**src/rtl/serial_adder_ctrl.sv**
```systemverilog
// rtl/serial_adder_ctrl.sv - bit-serial adder controller built around one 1-bit full adder
// Adds a + b + cin one bit per clock, LSB first, and reports the result with a done pulse.

module full_adder (
   input  logic a_i,
   input  logic b_i,
   input  logic ci_i,
   output logic s_o,
   output logic co_o
);
   assign s_o  = a_i ^ b_i ^ ci_i;
   assign co_o = (a_i & b_i) | (a_i & ci_i) | (b_i & ci_i);
endmodule

module serial_adder_ctrl #(
   parameter int WIDTH = 8
) (
   input  logic             clk,
   input  logic             rst,
   input  logic             start,
   input  logic [WIDTH-1:0] a,
   input  logic [WIDTH-1:0] b,
   input  logic             cin,
   output logic             busy,
   output logic             done,
   output logic [WIDTH-1:0] sum,
   output logic             cout
);
   localparam int CW = (WIDTH > 1) ? $clog2(WIDTH) : 1;
   localparam logic [CW-1:0] LAST_BIT = CW'(WIDTH - 1);

   typedef enum logic [1:0] {
      ST_IDLE = 2'd0,
      ST_RUN  = 2'd1,
      ST_DONE = 2'd2
   } state_t;

   state_t           state_q;
   logic [WIDTH-1:0] sa_q;
   logic [WIDTH-1:0] sb_q;
   logic [WIDTH-1:0] sr_q;
   logic             c_q;
   logic [CW-1:0]    n_q;
   logic             busy_q;
   logic             done_q;
   logic [WIDTH-1:0] sum_q;
   logic             cout_q;

   logic             fa_s;
   logic             fa_co;
   logic [WIDTH:0]   sr_cat;
   logic [WIDTH-1:0] sr_d;

   full_adder u_fa (
      .a_i  (sa_q[0]),
      .b_i  (sb_q[0]),
      .ci_i (c_q),
      .s_o  (fa_s),
      .co_o (fa_co)
   );

   // Concatenate-then-shift keeps the MSB insertion legal even when WIDTH is 1.
   assign sr_cat = {fa_s, sr_q} >> 1;
   assign sr_d   = sr_cat[WIDTH-1:0];

   always_ff @(posedge clk or posedge rst) begin
      if (rst) begin
         state_q <= ST_IDLE;
         sa_q    <= '0;
         sb_q    <= '0;
         sr_q    <= '0;
         c_q     <= 1'b0;
         n_q     <= '0;
         busy_q  <= 1'b0;
         done_q  <= 1'b0;
         sum_q   <= '0;
         cout_q  <= 1'b0;
      end else begin
         case (state_q)
            ST_IDLE: begin
               done_q <= 1'b0;
               if (start) begin
                  sa_q    <= a;
                  sb_q    <= b;
                  c_q     <= cin;
                  n_q     <= '0;
                  sr_q    <= '0;
                  busy_q  <= 1'b1;
                  state_q <= ST_RUN;
               end
            end
            ST_RUN: begin
               sa_q <= sa_q >> 1;
               sb_q <= sb_q >> 1;
               sr_q <= sr_d;
               c_q  <= fa_co;
               n_q  <= n_q + CW'(1);
               if (n_q == LAST_BIT) begin
                  sum_q   <= sr_d;
                  cout_q  <= fa_co;
                  done_q  <= 1'b1;
                  state_q <= ST_DONE;
               end
            end
            ST_DONE: begin
               done_q  <= 1'b0;
               busy_q  <= 1'b0;
               state_q <= ST_IDLE;
            end
            default: begin
               done_q  <= 1'b0;
               busy_q  <= 1'b0;
               state_q <= ST_IDLE;
            end
         endcase
      end
   end

   assign busy = busy_q;
   assign done = done_q;
   assign sum  = sum_q;
   assign cout = cout_q;
endmodule
```
**config.mk**
```make
export PLATFORM = sky130hd
export DESIGN_NAME = serial_adder_ctrl
export DESIGN_NICKNAME = d
export VERILOG_FILES = /design/src/rtl/serial_adder_ctrl.sv
export SDC_FILE = /design/constraint.sdc
export NUM_CORES = 1
export LEC_CHECK = 0
export CELL_PAD_IN_SITES_DETAIL_PLACEMENT = 0
export CELL_PAD_IN_SITES_GLOBAL_PLACEMENT = 1
export CORE_AREA = 2 2 69 71
export CTS_CLUSTER_SIZE = 10
export DETAILED_ROUTE_END_ITERATION = 10
export DIE_AREA = 0 0 71 73
export GPL_ROUTABILITY_DRIVEN = 0
export PLACE_DENSITY = 0.73
export SLEW_MARGIN = 10
export SYNTH_ARGS = -nofsm -noshare
export SYNTH_HDL_FRONTEND = slang
export SYNTH_SLANG_ARGS = --single-unit
```
**constraint.sdc**
```tcl
create_clock -name clk -period 3.5 [get_ports clk]
set_input_delay 0.7 -clock clk [delete_from_list [all_inputs] [get_ports clk]]
set_output_delay 0.7 -clock clk [all_outputs]
set_load 0.02 [all_outputs]
```
==> PnR_summary.wiki, run 1 <==
{| class="wikitable"
! Metric !! Value
|-
| Number of violations of the max-capacitance limit || 0
|-
| Maximum ir drop on the vdd rail || approximately 0.45 mV
|-
| EDFF count, synth || 0
|-
| Met1 Track Usage GR || between 20% and 30%
|-
| Number of global-route vias before repair || around 1200
|-
| Clock latency reported for the late side of the worst-skew pair || around 290 ps
|-
| Synthesized net count || about 160
|-
| Count of mapped cells out of synthesis || around 140
|-
| Ports || 31
|-
| HPWL after detailed placement || 2.42 mm
|-
| DRC viols || 0
|-
| Setup slack of the critical path after layout || about 1500 ps
|-
| Post-synthesis cell area || 1710 um^2
|-
| Count of buffering cells on the critical path with inverters included || 2
|-
| Cell-by-cell listing of the critical path || clkdlybuf4s50_1 -> buf_4 -> nand2b_1 -> o22ai_1 -> a21oi_1
|-
| Vertical extent of the die || about 73 um
|-
| Top cell types by occurrence after synthesis || dfrtp_1, o22ai_1, a21oi_1
|-
| Number of DRC violations after detailed-routing iteration 0 || roughly 120
|-
| Critical Path AT || approximately 2200 ps
|-
| Placed Cells || around 220
|-
| Ant diodes || 0
|-
| Place WS || ~1200 ps
|-
| Met3 track utilization from global routing || just under 5%
|-
| Type of the setup path with the least slack || in2reg
|-
| Row count || 25
|-
| TritonCTS sink count || 40
|-
| Total Die Area || 5180 um^2
|-
| Core area || 4540 um^2
|-
| Area contributors post-synth || dfrtp_1, o22ai_1, mux2_4
|-
| Setup Skew || between 6 and 7 ps
|-
| Detailed-route wire length || around 3.5 mm
|-
| Nets || around 190
|-
| Post-synth top area cell || dfrtp_1
|-
| Clock Pin Slew Worst Setup and Hold Paths || 80 ps
|-
| Count of buffers from port buffering || 30
|-
| Master cell of the clock root buffer || clkbuf_8
|-
| Leading cell type by number of instances after synthesis || dfrtp_1
|-
| Pins Over Slew Limit || 0
|-
| Fin Setup TNS || 0 ps
|-
| Maximum frequency from static timing analysis || between 400 and 500 MHz
|-
| Leakage power || ~0.96 nW
|-
| Fraction of layout cells with a size suffix above 1 || 13.4%
|-
| Cell with the largest stage delay on the worst path || clkdlybuf4s50_1
|-
| H-tree depth reported by CTS || 2
|-
| Dominant synthesized flop cell || dfrtp_1
|-
| Unrepaired setup endpoints after global routing || false
|-
| Number of antenna violations at the first check in global routing || 0
|-
| Busiest layer in global routing || met2
|-
| Async S/R FF share, synth || 100%
|-
| Routed length per placed instance || around 15 um
|-
| Crit. End Element || flop
|-
| Area occupied by multi-input gates || 638 um^2
|-
| Period minus WS final || ~2000 ps
|-
| Average footprint of a synthesized cell || 12.3 um^2
|-
| Synth-to-Final Area Change || 26.8%
|-
| PD cells || 903 nW/um^2
|-
| Family of cells with the greatest summed delay on the critical path || buffers and inverters
|-
| Routed via count || around 1200
|-
| Max FO, Critical Path || 16
|-
| Total Routing Usage GR || between 15 and 20%
|-
| Initial core utilization || ~38%
|-
| Maximum number of pins on one net before global-route repair || 23
|-
| Transition time of the tightest slew-check pin || about 810 ps
|-
| Critical Path RT || ~3700 ps
|-
| Number of buffers on the longest clock path || 2
|-
| Non-Filler Instances || 226
|-
| Fraction of synthesized cell area taken by the top area cell type || slightly below 60%
|-
| Remaining antenna violation count || 0
|-
| Relative slew slack || between 40% and 50%
|-
| Run status || finished clean
|-
| Class of the tightest hold or removal check || reg2reg
|-
| Number of distinct library cells after synthesis || 21
|-
| First-pass GRT wire length || about 6 mm
|-
| Sequential area share after synthesis || ~59%
|-
| Total iterations of the first detailed-routing run || 4
|-
| Overall power after layout || 1.95 mW
|-
| Buffers inserted by post-CTS timing repair || 0
|-
| Total congestion overflow after global routing || 0
|-
| Post-CTS sizing || 0
|-
| Filler cell count in the final layout || slightly below 400
|-
| Setup-failing EPs final || 0
|-
| Ratio of routed vias to standard cells || ~5.4
|-
| Die width || ~71 um
|-
| Sequential standard cell area || around 1000 um^2
|-
| Share of the clock period used by the worst path || roughly three fifths
|-
| Max incr delay on CP || between 500 and 600 ps
|-
| Number of endpoints with negative hold slack in the final report || 0
|-
| Number of hold buffers added after cts || 0
|-
| Grt met2 use || between 20% and 30%
|-
| Category of the worst setup path launch point || input pin
|-
| TritonCTS clock tree || yes
|-
| Total of warnings raised by yosys || 0
|-
| Post-synthesis sequential element count || 40
|-
| Total clock buffers created by CTS || 5
|}
area by class of cell:
| type | count | area share [%] |
|---|---|---|
| Inverter | 4 | 0.694 |
| Clock buffer | 5 | 3.18 |
| Timing Repair Buffer | 34 | 15.3 |
| Multi-Input combinational cell | 86 | 29.5 |
| Sequential cell | 40 | 46.3 |
| Clock inverter | 3 | 1.97 |
| Tap cell | 54 | 3.12 |
tightest hold or removal path, delay by kind of cell (launching register included):
| family | cells | cell delay [ps] |
|---|---|---|
| and+or+nand+nor | 2 | 120 |
| DFF | 1 | 350 |
state kept, by name, summed over array words and instances, names as in the netlist:
| signal | cells |
|---|---|
| busy | 1 |
| sr_q | 7 |
| sum | 8 |
| n_q | 3 |
| c_q | 1 |
| cout | 1 |
| state_q | 2 |
| sb_q | 8 |
| done | 1 |
| sa_q | 8 |
per-stage QoR:
stage / hold WS, ps / cell area [um^2] / utilization [%]
2_1_floorplan: 464 / 1710 / -
3_3_place_gp: 487 / 2050 / 45.2
3_5_place_dp: 493 / 2050 / 45.2
4_1_cts: 510 / 2160 / 47.7
5_1_grt: 532 / 2160 / 47.7
6_report: 506 / 2160 / 47.7
cell families (layout without fill, tap and decap cells):
kind of cell    Yosys count  count (layout)  synth area share, %
compound gates           62              62                 22.5
fa+ha+maj                 3               3                 2.64
buf+inv                  13              46                 3.96
flops                    40              40                 58.7
mux                       9               9                 7.92
simple gates             12              12                 4.33
power breakdown:
| group | internal (mW) | total (mW) | switching [mW] |
|---|---|---|---|
| Combinational | 0.392 | 0.753 | 0.361 |
| Sequential | 0.671 | 0.829 | 0.157 |
| Clock | 0.211 | 0.372 | 0.162 |
metal layers:
layer / vias to the layer above / share of wire [%]
li1: 585 / -
met5: - / 0
met1: 583 / 48
met4: 0 / 1.2
met2: 45 / 45
met3: 6 / 5.7
path summary, 6_finish.rpt:
check | cells past startpoint | slack, ps | end | from
worst max-delay path | 5 | 1460 | sb_q[5] | start
worst min-delay path | 2 | 510 | done | done
worst max register to register | 3 | 1830 | sum[4] | state_q[0]
worst min register to register | 2 | 510 | done | done
max in group asynchronous | 3 | 1980 | sa_q[2] | rst
min in group asynchronous | 2 | 860 | sum[5] | rst
cells in the final DEF, fill, tap and decap left out:
| master | netlist | layout |
|---|---|---|
| a21oi_1 | 17 | 17 |
| a22o_1 | 9 | 9 |
| buf_4 | 2 | 4 |
| bufinv_16 | 0 | 1 |
| clkbuf_8 | 0 | 5 |
| clkdlybuf4s50_1 | 0 | 30 |
| clkinv_2 | 0 | 1 |
| clkinvlp_4 | 0 | 1 |
| dfrtp_1 | 40 | 40 |
| fa_1 | 1 | 1 |
| ha_1 | 2 | 2 |
| inv_1 | 4 | 4 |
| mux2_4 | 9 | 9 |
| nand2_1 | 3 | 3 |
| nand2_8 | 1 | 1 |
| nand2b_1 | 2 | 2 |
| nor2_1 | 4 | 4 |
| nor2b_1 | 1 | 1 |
| nor2b_2 | 1 | 1 |
| o21ai_0 | 5 | 5 |
| o21bai_1 | 1 | 1 |
| o22ai_1 | 30 | 30 |
Power figures use the tool's default switching activity.
==> inputs of run 2 (changes only) <==
--- a/config.mk
+++ b/config.mk
@@ -7,12 +7,12 @@
 export LEC_CHECK = 0
 export CELL_PAD_IN_SITES_DETAIL_PLACEMENT = 0
 export CELL_PAD_IN_SITES_GLOBAL_PLACEMENT = 1
-export CORE_AREA = 2 2 69 71
+export CORE_AREA = 2 2 71 73
 export CTS_CLUSTER_SIZE = 10
 export DETAILED_ROUTE_END_ITERATION = 10
-export DIE_AREA = 0 0 71 73
+export DIE_AREA = 0 0 73 75
 export GPL_ROUTABILITY_DRIVEN = 0
-export PLACE_DENSITY = 0.73
+export PLACE_DENSITY = 0.72
 export SLEW_MARGIN = 10
 export SYNTH_ARGS = -nofsm -noshare
 export SYNTH_HDL_FRONTEND = slang
==> constraint.sdc (replaced) <==
create_clock -name clk -period 1.7 [get_ports clk]
set_input_delay 0.34 -clock clk [delete_from_list [all_inputs] [get_ports clk]]
set_output_delay 0.34 -clock clk [all_outputs]
set_load 0.02 [all_outputs]
==> run 2 against run 1 <==
Effect of this change: sequential power grew 110%; cell count is 0.44% higher; clock-buffer cell count unchanged; critical path depth shrank 4; largest power group unchanged; cell area up 0.46%; routed wire length up 5.4%; hold slack worse by 100 ps; via count up 4.7%; combinational power rose by 110%.
==> PnR_summary.wiki, run 2 (synthesized netlist as in run 1, its figures left out) <==
{| class="wikitable"
! Metric !! Value
|-
| Overall power after layout || between 3 and 4 mW
|-
| Post-layout util || 46.6%
|-
| Place WS || between 100 and 150 ps
|-
| Period minus WS final || about 1600 ps
|-
| Total iterations of the first detailed-routing run || 4
|-
| Count of buffering cells on the critical path with inverters included || 1
|-
| Fraction of layout cells with a size suffix above 1 || around 14%
|-
| Total clock buffers created by CTS || 5
|-
| Family of cells with the greatest summed delay on the critical path || buffers and inverters
|-
| Run status || finished clean
|-
| Ratio of routed vias to standard cells || roughly 5.6
|-
| Relative slew slack || between 60% and 70%
|-
| Internal power || ~2.5 mW
|-
| Total Die Area || about 5500 um^2
|-
| Transition time of the tightest slew-check pin || 482 ps
|-
| TritonCTS sink count || 40
|-
| DRC viols || 0
|-
| Most frequent standard cell in the layout excluding fill and tap cells || dfrtp_1
|-
| Number of violations of the max-capacitance limit || 0
|-
| PD cells || 1810 nW/um^2
|-
| Number of endpoints with negative hold slack in the final report || 0
|-
| Max incr delay on CP || 620 ps
|-
| HPWL after detailed placement || ~2.5 mm
|-
| Core area || around 4700 um^2
|-
| Max FO, Critical Path || 2
|-
| Number of global-route vias before repair || 1268
|-
| Initial core utilization || a little over a third
|-
| Leakage power || ~0.96 nW
|-
| Buffers inserted by post-CTS timing repair || 0
|-
| Net Sw Frac || around 36%
|-
| Class of the tightest hold or removal check || in2async
|-
| Commonest non-fill, non-tap cells in the layout || dfrtp_1, o22ai_1, clkdlybuf4s50_1
|-
| Row count || 25
|-
| Master cell of the clock root buffer || clkbuf_8
|-
| Share of the clock period used by the worst path || a little over nine tenths
|-
| Number of buffers on the longest clock path || 2
|-
| Vertical extent of the die || 75 um
|-
| Critical Path RT || 1360 ps
|-
| Category of the worst setup path launch point || flop
|-
| Maximum ir drop on the vdd rail || about 0.63 mV
|-
| Detailed-route wire length || around 3.6 mm
|-
| Ant diodes || 0
|-
| Ports || 31
|-
| Filler cell count in the final layout || between 400 and 500
|-
| TritonCTS clock tree || yes
|-
| Portion of total power attributed to the clock network || 15.2%
|-
| Net switching power of the design || 1.42 mW
|-
| Clock Pin Slew Worst Setup and Hold Paths || approximately 80 ps
|-
| Routed via count || 1276
|-
| Type of the setup path with the least slack || reg2out
|-
| Nets || 196
|-
| Instance area after placement || between 2000 and 2500 um^2
|-
| Unrepaired setup endpoints after global routing || false
|-
| Cell with the largest stage delay on the worst path || clkdlybuf4s50_1
|-
| Total Routing Usage GR || 14.4%
|-
| Clock latency reported for the late side of the worst-skew pair || 290 ps
|-
| Setup Skew || 8.97 ps
|-
| Maximum frequency from static timing analysis || approximately 600 MHz
|-
| Critical Path AT || 1280 ps
|-
| Remaining antenna violation count || 0
|-
| Setup slack of the critical path after layout || around 82 ps
|-
| Number of antenna violations at the first check in global routing || 0
|-
| Synth-to-Final Area Change || 27.3%
|-
| Die width || around 73 um
|-
| Crit. End Element || primary output
|-
| Pins Over Slew Limit || 0
|-
| Area of all placed cells without fillers || around 2200 um^2
|-
| Number of hold buffers added after cts || 0
|-
| Cell-by-cell listing of the critical path || clkdlybuf4s50_1
|-
| Fraction of power consumed by combinational cells || 41.1%
|-
| H-tree depth reported by CTS || 2
|-
| Setup-failing EPs final || 0
|-
| Fin Setup TNS || 0 ps
|-
| Maximum number of pins on one net before global-route repair || a little over 40
|-
| Post-CTS sizing || 0
|-
| Number of DRC violations after detailed-routing iteration 0 || 70
|-
| Total congestion overflow after global routing || 0
|-
| First-pass GRT wire length || approximately 6 mm
|-
| Count of buffers from port buffering || 30
|-
| Routed length per placed instance || between 15 and 20 um
|-
| Share of total power in sequential cells || a little over two fifths
|}
## run 2: changes by cell type in the layout (fill, tap and decap cells not counted)
cell       change
bufinv_16      -1
buf_12         +2
## run 2: power groups by stage
stage | Clock, mW | Sequential, mW | Combinational [mW]
floorplan | 0 | 1.78 | 1.01
global placement | 0 | 1.70 | 1.56
detailed placement | 0 | 1.72 | 1.64
CTS | 0.616 | 1.71 | 1.64
global route | 0.663 | 1.77 | 1.79
finish | 0.595 | 1.72 | 1.61
## run 2: final cells by class
| type | instances | area [um^2] | share of cell area, % |
|---|---|---|---|
| clock buffer | 5 | 68.8 | 3.17 |
| multi-input combinational | 86 | 638 | 29.4 |
| inverter | 4 | 15.0 | 0.691 |
| sequential | 40 | 1000 | 46.1 |
| tap | 54 | 67.6 | 3.11 |
| clock inverter | 2 | 12.5 | 0.576 |
| timing repair buffer | 36 | 370 | 17.0 |
## run 2: path summary, 6_finish.rpt
check | slack [ps] | startpoint | endpoint | cells after the start
worst max-delay path | 80 | cout | cout | 1
worst min-delay path | 400 | rst | sum[5] | 3
worst max register to register | 260 | n_q[0] | sum[2] | 4
worst min register to register | 510 | sum[1] | sum[1] | 1
max in group asynchronous | 1090 | rst | sa_q[0] | 3
min in group clk | 510 | sum[1] | sum[1] | 1
## run 2: per-layer routing
| layer | track usage [%] | up-vias | wire length, um |
|---|---|---|---|
| met5 | 0 | - | 0 |
| met4 | 4.94 | 0 | 48 |
| met3 | 3.35 | 7 | 169 |
| met2 | 23.0 | 46 | 1800 |
| met1 | 19.5 | 628 | 1630 |
| li1 | - | 595 | - |
## run 2: metrics by stage
stage	instances	hold slack, ps
6_report	227	405
5_1_grt	227	455
4_1_cts	227	410
3_5_place_dp	220	495
3_3_place_gp	220	492
2_1_floorplan	139	464
==> inputs of run 3 (changes only) <==
--- a/config.mk
+++ b/config.mk
@@ -7,10 +7,10 @@
 export LEC_CHECK = 0
 export CELL_PAD_IN_SITES_DETAIL_PLACEMENT = 0
 export CELL_PAD_IN_SITES_GLOBAL_PLACEMENT = 1
-export CORE_AREA = 2 2 71 73
+export CORE_AREA = 3 3 72 74
 export CTS_CLUSTER_SIZE = 10
 export DETAILED_ROUTE_END_ITERATION = 10
-export DIE_AREA = 0 0 73 75
+export DIE_AREA = 0 0 75 77
 export GPL_ROUTABILITY_DRIVEN = 0
 export PLACE_DENSITY = 0.72
 export SLEW_MARGIN = 10
==> run 3 against run 2 <==
Effect of this change: cell count rose by 0.88%; register-to-register slack got worse by 20 ps; worst setup slack improved by 16 ps; critical path depth did not move; cell area rose by 1.8%; clock power rose by 42%; largest power group unchanged.
==> PnR_summary.wiki, run 3 (synthesized netlist as in run 1, its figures left out) <==
{| class="wikitable"
! Metric !! Value
|-
| Run status || finished clean
|-
| Number of antenna violations at the first check in global routing || 0
|-
| Ratio of routed vias to standard cells || approximately 5.6
|-
| H-tree depth reported by CTS || 2
|-
| Leakage power || just under 1 nW
|-
| Type of the setup path with the least slack || reg2out
|-
| Master cell of the clock root buffer || clkbuf_8
|-
| Area occupied by multi-input gates || between 600 and 700 um^2
|-
| Nets || 197
|-
| Met1 Track Usage GR || around a fifth
|-
| Total Die Area || around 5800 um^2
|-
| TritonCTS clock tree || yes
|-
| Busiest layer in global routing || met2
|-
| Number of buffers on the longest clock path || 2
|-
| Sequential standard cell area || between 1000 and 1500 um^2
|-
| Period minus WS final || ~1600 ps
|-
| Maximum ir drop on the vdd rail || 0.735 mV
|-
| Post-CTS sizing || 0
|-
| PD cells || 1880 nW/um^2
|-
| Place WS || -124 ps
|-
| Number of hold buffers added after cts || 0
|-
| Class of the tightest hold or removal check || in2async
|-
| TritonCTS sink count || 40
|-
| Vertical extent of the die || 77 um
|-
| Max FO, Critical Path || 2
|-
| Number of global-route vias before repair || about 1400
|-
| Non-Filler Instances || 229
|-
| DRC viols || 0
|-
| Transition time of the tightest slew-check pin || roughly 660 ps
|-
| Pins Over Slew Limit || 0
|-
| Maximum number of pins on one net before global-route repair || between 40 and 50
|-
| Setup-failing EPs final || 0
|-
| Crit. End Element || primary output
|-
| Clock latency reported for the late side of the worst-skew pair || roughly 290 ps
|-
| Count of buffers from port buffering || 30
|-
| Cell with the largest stage delay on the worst path || clkdlybuf4s50_1
|-
| Most frequent standard cell in the layout excluding fill and tap cells || dfrtp_1
|-
| Clock Pin Slew Worst Setup and Hold Paths || approximately 80 ps
|-
| Initial core utilization || 36.6%
|-
| Met3 track utilization from global routing || between 3 and 4%
|-
| Core area || approximately 4700 um^2
|-
| Commonest non-fill, non-tap cells in the layout || dfrtp_1, o22ai_1, clkdlybuf4s50_1
|-
| Remaining antenna violation count || 0
|-
| Max incr delay on CP || roughly 610 ps
|-
| Placed Cells || approximately 220
|-
| Category of the worst setup path launch point || flop
|-
| Grt met2 use || approximately a fifth
|-
| Number of violations of the max-capacitance limit || 0
|-
| Filler cell count in the final layout || 427
|-
| Row count || 25
|-
| Total congestion overflow after global routing || 0
|-
| Total Routing Usage GR || 13.9%
|-
| Maximum frequency from static timing analysis || between 600 and 700 MHz
|-
| Total iterations of the first detailed-routing run || 4
|-
| Fraction of layout cells with a size suffix above 1 || 14.9%
|-
| Setup Skew || 3.38 ps
|-
| Critical Path RT || 1360 ps
|-
| Critical Path AT || 1260 ps
|-
| Setup slack of the critical path after layout || 98.3 ps
|-
| Share of the clock period used by the worst path || between 90% and 100%
|-
| Synth-to-Final Area Change || 29.7%
|-
| Buffers inserted by post-CTS timing repair || 0
|-
| Unrepaired setup endpoints after global routing || false
|-
| Ant diodes || 0
|-
| Relative slew slack || about 56%
|-
| Routed via count || roughly 1300
|-
| Total clock buffers created by CTS || 5
|-
| Number of DRC violations after detailed-routing iteration 0 || 66
|-
| Routed length per placed instance || between 15 and 20 um
|-
| Cell-by-cell listing of the critical path || clkdlybuf4s50_1
|-
| Ports || 31
|-
| Die width || ~75 um
|-
| Family of cells with the greatest summed delay on the critical path || buffers and inverters
|-
| Detailed-route wire length || 3.66 mm
|-
| First-pass GRT wire length || a little over 6 mm
|-
| Count of buffering cells on the critical path with inverters included || 1
|-
| Number of endpoints with negative hold slack in the final report || 0
|}
[run 3: cell types whose count changed in the layout (fill, tap and decap cells not counted)]
cell	change
buf_12	-1
buf_4	+2
clkinvlp_4	-1
clkbuf_8	+2
clkinv_2	-1
bufinv_16	+1
[run 3: cell type report]
class                      count  share of cell area, %
sequential                    40                   45.2
multi-input combinational     86                   28.8
timing repair buffer          37                   16.5
clock buffer                   7                   4.35
tap                           54                   3.05
clock inverter                 1                   1.36
inverter                       4                  0.678
[run 3: worst paths after layout]
check	start	cells past startpoint	slack [ps]	end
max in group asynchronous	rst	3	1100	sb_q[3]
worst min-delay path	rst	3	410	sum[5]
min in group clk	n_q[0]	1	500	n_q[0]
worst max-delay path	sum[7]	1	100	sum[7]
worst max register to register	n_q[0]	4	240	sum[1]
worst min register to register	n_q[0]	1	500	n_q[0]
[run 3: layer usage]
metal / part of all wire, % / routed length (um)
met5: 0 / 0
met4: 1.4 / 53
met3: 5.9 / 215
met2: 49 / 1800
met1: 43 / 1590
[run 3: report_power, final]
group	internal (mW)	switching, mW	total (mW)
sequential	1.38	0.311	1.69
combinational	0.847	0.773	1.62
clock	0.518	0.329	0.847
[run 3: metrics by stage]
stage / total power, mW / util, % / setup TNS, ps / area [um^2] / hold WS, ps
finish: 4.16 / 47.5 / 0 / 2210 / 408
global route: 4.46 / 47.5 / 0 / 2210 / 440
CTS: 4.19 / 47.5 / 0 / 2210 / 412
detailed placement: 3.35 / 44.8 / -1590 / 2090 / 498
global placement: 3.27 / 44.8 / -323 / 2090 / 491
floorplan: 2.79 / - / 0 / 1710 / 464
